`config.mk`:
```
export PLATFORM = sky130hd
export DESIGN_NAME = flopr_pipe
export DESIGN_NICKNAME = d
export VERILOG_FILES = /design/src/rtl/flopr_pkg.sv /design/src/rtl/flopr_stage.sv /design/src/rtl/flopr_pipe.sv
export SDC_FILE = /design/constraint.sdc
export NUM_CORES = 1
export LEC_CHECK = 0
export BUFFER_PORTS_ARGS = -buffer_cell sky130_fd_sc_hd__clkbuf_2
export CELL_PAD_IN_SITES_DETAIL_PLACEMENT = 0
export CELL_PAD_IN_SITES_GLOBAL_PLACEMENT = 2
export CORE_MARGIN = 8
export CORE_UTILIZATION = 40
export CTS_BUF_LIST = sky130_fd_sc_hd__clkbuf_4
export CTS_CLUSTER_DIAMETER = 50
export DETAILED_ROUTE_END_ITERATION = 16
export PLACE_DENSITY = 0.8
export SLEW_MARGIN = 20
export SYNTH_ARGS = -nofsm -noshare
export SYNTH_HDL_FRONTEND = slang
export SYNTH_SLANG_ARGS = --single-unit
```
`constraint.sdc`:
```
create_clock -name clk -period 17.6 [get_ports clk]
set_input_delay 2.64 -clock clk [delete_from_list [all_inputs] [get_ports clk]]
set_output_delay 2.64 -clock clk [all_outputs]
set_load 0.02 [all_outputs]
```
`src/rtl/flopr_pkg.sv`:
```
// Shared definitions for the flopr_pipe register chain: occupancy width helper
// and the default-width {valid, data} stage record.
package flopr_pkg;

    localparam int FLOPR_N_DEF = 64;

    typedef struct packed {
        logic                   valid;
        logic [FLOPR_N_DEF-1:0] data;
    } stage_rec_t;

    // Width needed to count 0..stages inclusive.
    function automatic int occ_w(input int stages);
        return $clog2(stages + 1);
    endfunction

endpackage

```
`src/rtl/flopr_stage.sv`:
```
// Single W-bit register with async active-high reset, advance enable and
// synchronous clear (clr takes priority over en).
module flopr_stage #(
    parameter int           W         = 65,
    parameter logic [W-1:0] RESET_VAL = '0
) (
    input  logic         clk,
    input  logic         reset,
    input  logic         en,
    input  logic         clr,
    input  logic [W-1:0] d,
    output logic [W-1:0] q
);

    always_ff @(posedge clk or posedge reset) begin
        if (reset)
            q <= RESET_VAL;
        else if (clr)
            q <= RESET_VAL;
        else if (en)
            q <= d;
    end

endmodule

```
`src/rtl/flopr_pipe.sv`:
```
// STAGES-deep chain of {valid, data} registers with global stall and per-stage flush.
// Macro FLOPR_PIPE_OCC_EN compiles in the registered valid-stage occupancy counter.
module flopr_pipe
    import flopr_pkg::*;
#(
    parameter int           N         = FLOPR_N_DEF,
    parameter int           STAGES    = 4,
    parameter logic [N-1:0] RESET_VAL = '0
) (
    input  logic                        clk,
    input  logic                        reset,
    input  logic                        en,
    input  logic [STAGES-1:0]           flush,
    input  logic [N-1:0]                d,
    input  logic                        d_valid,
    output logic [N-1:0]                q,
    output logic                        q_valid,
    output logic [occ_w(STAGES)-1:0]    occupancy
);

    localparam int OW = occ_w(STAGES);

    // Bit N of each stage word is the valid flag.
    logic [N:0] stage_d [STAGES];
    logic [N:0] stage_q [STAGES];

    for (genvar i = 0; i < STAGES; i++) begin : g_stage
        if (i == 0) begin : g_first
            assign stage_d[i] = {d_valid, d};
        end else begin : g_rest
            assign stage_d[i] = stage_q[i-1];
        end

        flopr_stage #(
            .W         (N + 1),
            .RESET_VAL ({1'b0, RESET_VAL})
        ) u_stage (
            .clk   (clk),
            .reset (reset),
            .en    (en),
            .clr   (flush[i]),
            .d     (stage_d[i]),
            .q     (stage_q[i])
        );
    end

    assign q       = stage_q[STAGES-1][N-1:0];
    assign q_valid = stage_q[STAGES-1][N];

`ifdef FLOPR_PIPE_OCC_EN
    logic [OW-1:0] occ_next;

    // Count valid bits as they will be after this edge, so the count stays registered.
    always_comb begin
        occ_next = '0;
        for (int i = 0; i < STAGES; i++) begin
            if (!flush[i]) begin
                if (en)
                    occ_next = occ_next + OW'(stage_d[i][N]);
                else
                    occ_next = occ_next + OW'(stage_q[i][N]);
            end
        end
    end

    always_ff @(posedge clk or posedge reset) begin
        if (reset)
            occupancy <= '0;
        else
            occupancy <= occ_next;
    end
`else
    assign occupancy = '0;
`endif

endmodule

```
==> flow_summary.json <==
{
  "drv_slew": 0,
  "seq_area_frac_synth": 0.616,
  "drtIter0Drc": 392,
  "synthArstFlopShare": 1.00,
  "maxCapViolCount": 0,
  "largest_register_ffs": 260,
  "power_frac_seq": 0.498,
  "drive_gt1_frac": 0.246,
  "r2r-start": "g_stage[1].u_stage.q[0]",
  "worstSetupEndpointType": "register",
  "post-place-cells": 1264,
  "yosys.area.top_type": "dfrtp_1",
  "synth_cell_types": 11,
  "gp_congestion": 0.692,
  "cts_resized": 0,
  "critical_path.slowest_cell": "buf_4",
  "share_comb_of_total_power": 0.069,
  "antenna_found_initial": 1,
  "power.leakage_nw": 6.71,
  "fillers": 2473,
  "total_power_mw": 1.25,
  "tns_ps": 0,
  "track_usage": 0.144,
  "critPathLaunch": "en",
  "place_ws_ps": 11860,
  "hpwl_um": 12500,
  "vdd_drop_max_mv": 0.0492,
  "numCtsBuffers": 73,
  "io_buffers": 136,
  "route.detailed.drc": 0,
  "fin_cells": 1394,
  "hold_start": "g_stage[1].u_stage.q[5]",
  "tritoncts": "built",
  "rsz0062_at_grt": "no",
  "wl_per_cell_um": 16.2,
  "overflow": 0,
  "grt_pass1_wl_um": 36900,
  "finalClockSkew_ps": 27.8,
  "synth_top_area_share": 0.616,
  "critPathKind": "in2reg",
  "path_clk_slew_ps": 60,
  "final_util": 0.470,
  "syn_to_final_growth_pct": 15.6,
  "final-hold-violation-count": 0,
  "placeableCoreArea_mm2": 0.0260,
  "drtPass1Iterations": 5,
  "clock.fmax_mhz": 196,
  "finalSetupViolations": 0,
  "cts_buffer_depth": 3,
  "cts_sinks": 260,
  "cts_setup_buffers": 0,
  "grt_max_degree": 103,
  "ys_top_cells_by_count": "dfrtp_1, mux2i_1, nor2_1",
  "row_count": 59,
  "layout_setup_ws_ps": 12490,
  "holdPathEnd": "g_stage[2].u_stage.q[5]",
  "cts-root-buf": "clkbuf_4",
  "grt_pass1_vias": 6908,
  "chipWidth_um": 179,
  "outcome": "completed",
  "synth_cells": 842,
  "period_minus_slack_ps": 5110,
  "synth.area.top_cells": "dfrtp_1, mux2i_1, nor2_1",
  "hold_path.class": "reg2reg",
  "synth_area_mm2": 0.0106,
  "synth-edff-count": 0,
  "fin_nets": 1076,
  "fin_crit_sh": 0.290,
  "ctsHoldBuffers": 0,
  "synth-main-ff-cell": "dfrtp_1",
  "intPower_mw": 0.947,
  "p_per_area_mw_per_mm2": 103,
  "r2r_slack_ps": 16820,
  "synth_seq_cells": 260,
  "reg2regPathDepth": 2,
  "wirelength_um": 22500,
  "routed-via-count": 6542,
  "regMostFlops": "g_stage.u_stage.q",
  "cpPeakStageDelay_ps": 950,
  "worstPathMaxFanout": 77,
  "ant_nets": 0,
  "clkPwrFrac": 0.433,
  "path_cells": "buf_8, buf_4, buf_4, mux2i_1, nor2_1",
  "critical_path_arrival_ps": 5590,
  "worst-path-buf-inv": 3,
  "stdcell_area_mm2": 0.0122,
  "regToRegEndpoint": "g_stage[2].u_stage.q[0]",
  "reg_top3": "g_stage.u_stage.q (260)",
  "viasPerCell": 4.69,
  "sw_frac_of_total": 0.245,
  "path_common_cell": "buf_4",
  "place_area_mm2": 0.0113,
  "clk_latency_ps": 640,
  "slew_headroom": 0.266,
  "holdWs_ps": 510,
  "start_util": 0.407,
  "required_ps": 18080,
  "worstHoldPathCells": 2,
  "die_height_um": 179,
  "dieArea_mm2": 0.0319,
  "tightest_slew_ps": 1100,
  "switching_power_mw": 0.306,
  "startpoint_type": "input port",
  "htree_levels": 3,
  "io_pins": 140,
  "syn_avg_cell_area_um2": 12.5,
  "crit_family": "buffers and inverters",
  "ys_warn_count": 0
}
## kinds of logic (layout without fill, tap and decap cells)
| group | after synthesis | in the layout | share of synthesized area |
|---|---|---|---|
| multiplexers | 260 | 260 | 0.246 |
| flip-flops | 260 | 260 | 0.616 |
| AND/OR/NAND/NOR | 260 | 260 | 0.0924 |
| buffers and inverters | 61 | 275 | 0.0452 |
| other | 1 | 4 | 0.000355 |
## placed cells by master, fill, tap and decap left out
cell       synthesis  final
buf_8             12      1
conb_1             1      3
clkbuf_4           0    110
clkbuf_2           0    131
buf_2              1      4
diode_2            0      1
clkinv_1           0     15
bufinv_16          0      1
inv_8              0      1
dfrtp_1          260    260
buf_6             10      2
mux2i_1          260    260
buf_4             10      7
nor2_1           260    260
inv_2              0      2
clkinv_2           0      1
## per-layer routing
layer	vias to the layer above	global-route usage	wire length (um)
li1	3170	-	-
met1	3171	0.192	10700
met2	147	0.217	10000
met3	54	0.0400	1180
met4	0	0.0637	609
met5	-	0	0
## power groups by stage
| stage | combinational [mW] | sequential (mW) | clock [mW] |
|---|---|---|---|
| floorplan | 0.0684 | 0.633 | 0 |
| global placement | 0.0881 | 0.635 | 0 |
| detailed placement | 0.0892 | 0.635 | 0 |
| CTS | 0.0895 | 0.624 | 0.569 |
| global route | 0.0971 | 0.625 | 0.601 |
| finish | 0.0867 | 0.624 | 0.543 |
## final cells by class
cell class	instances	area [um2]	share of cell area
clock buffer	110	826	0.0676
tap	335	419	0.0343
inverter	1	11.3	0.000922
multi-input combinational	523	3590	0.294
clock inverter	19	98.8	0.00809
timing repair buffer	145	766	0.0627
antenna	1	2.50	0.000205
sequential	260	6510	0.532
## worst max path at each step
stage,end,cells after the start
6_report,g_stage[2].u_stage.q[0],5
5_1_grt,g_stage[2].u_stage.q[0],5
4_1_cts,g_stage[2].u_stage.q[0],5
3_5_place_dp,g_stage[0].u_stage.q[2],5
3_3_place_gp,g_stage[0].u_stage.q[4],5
2_1_floorplan,g_stage[0].u_stage.q[0],1
## tightest hold or removal path: stages (launching register included)
cell,delay (ps)
dfrtp_1,340
mux2i_1,70
nor2_1,80
Note: power is estimated with default switching activity, not from simulation.
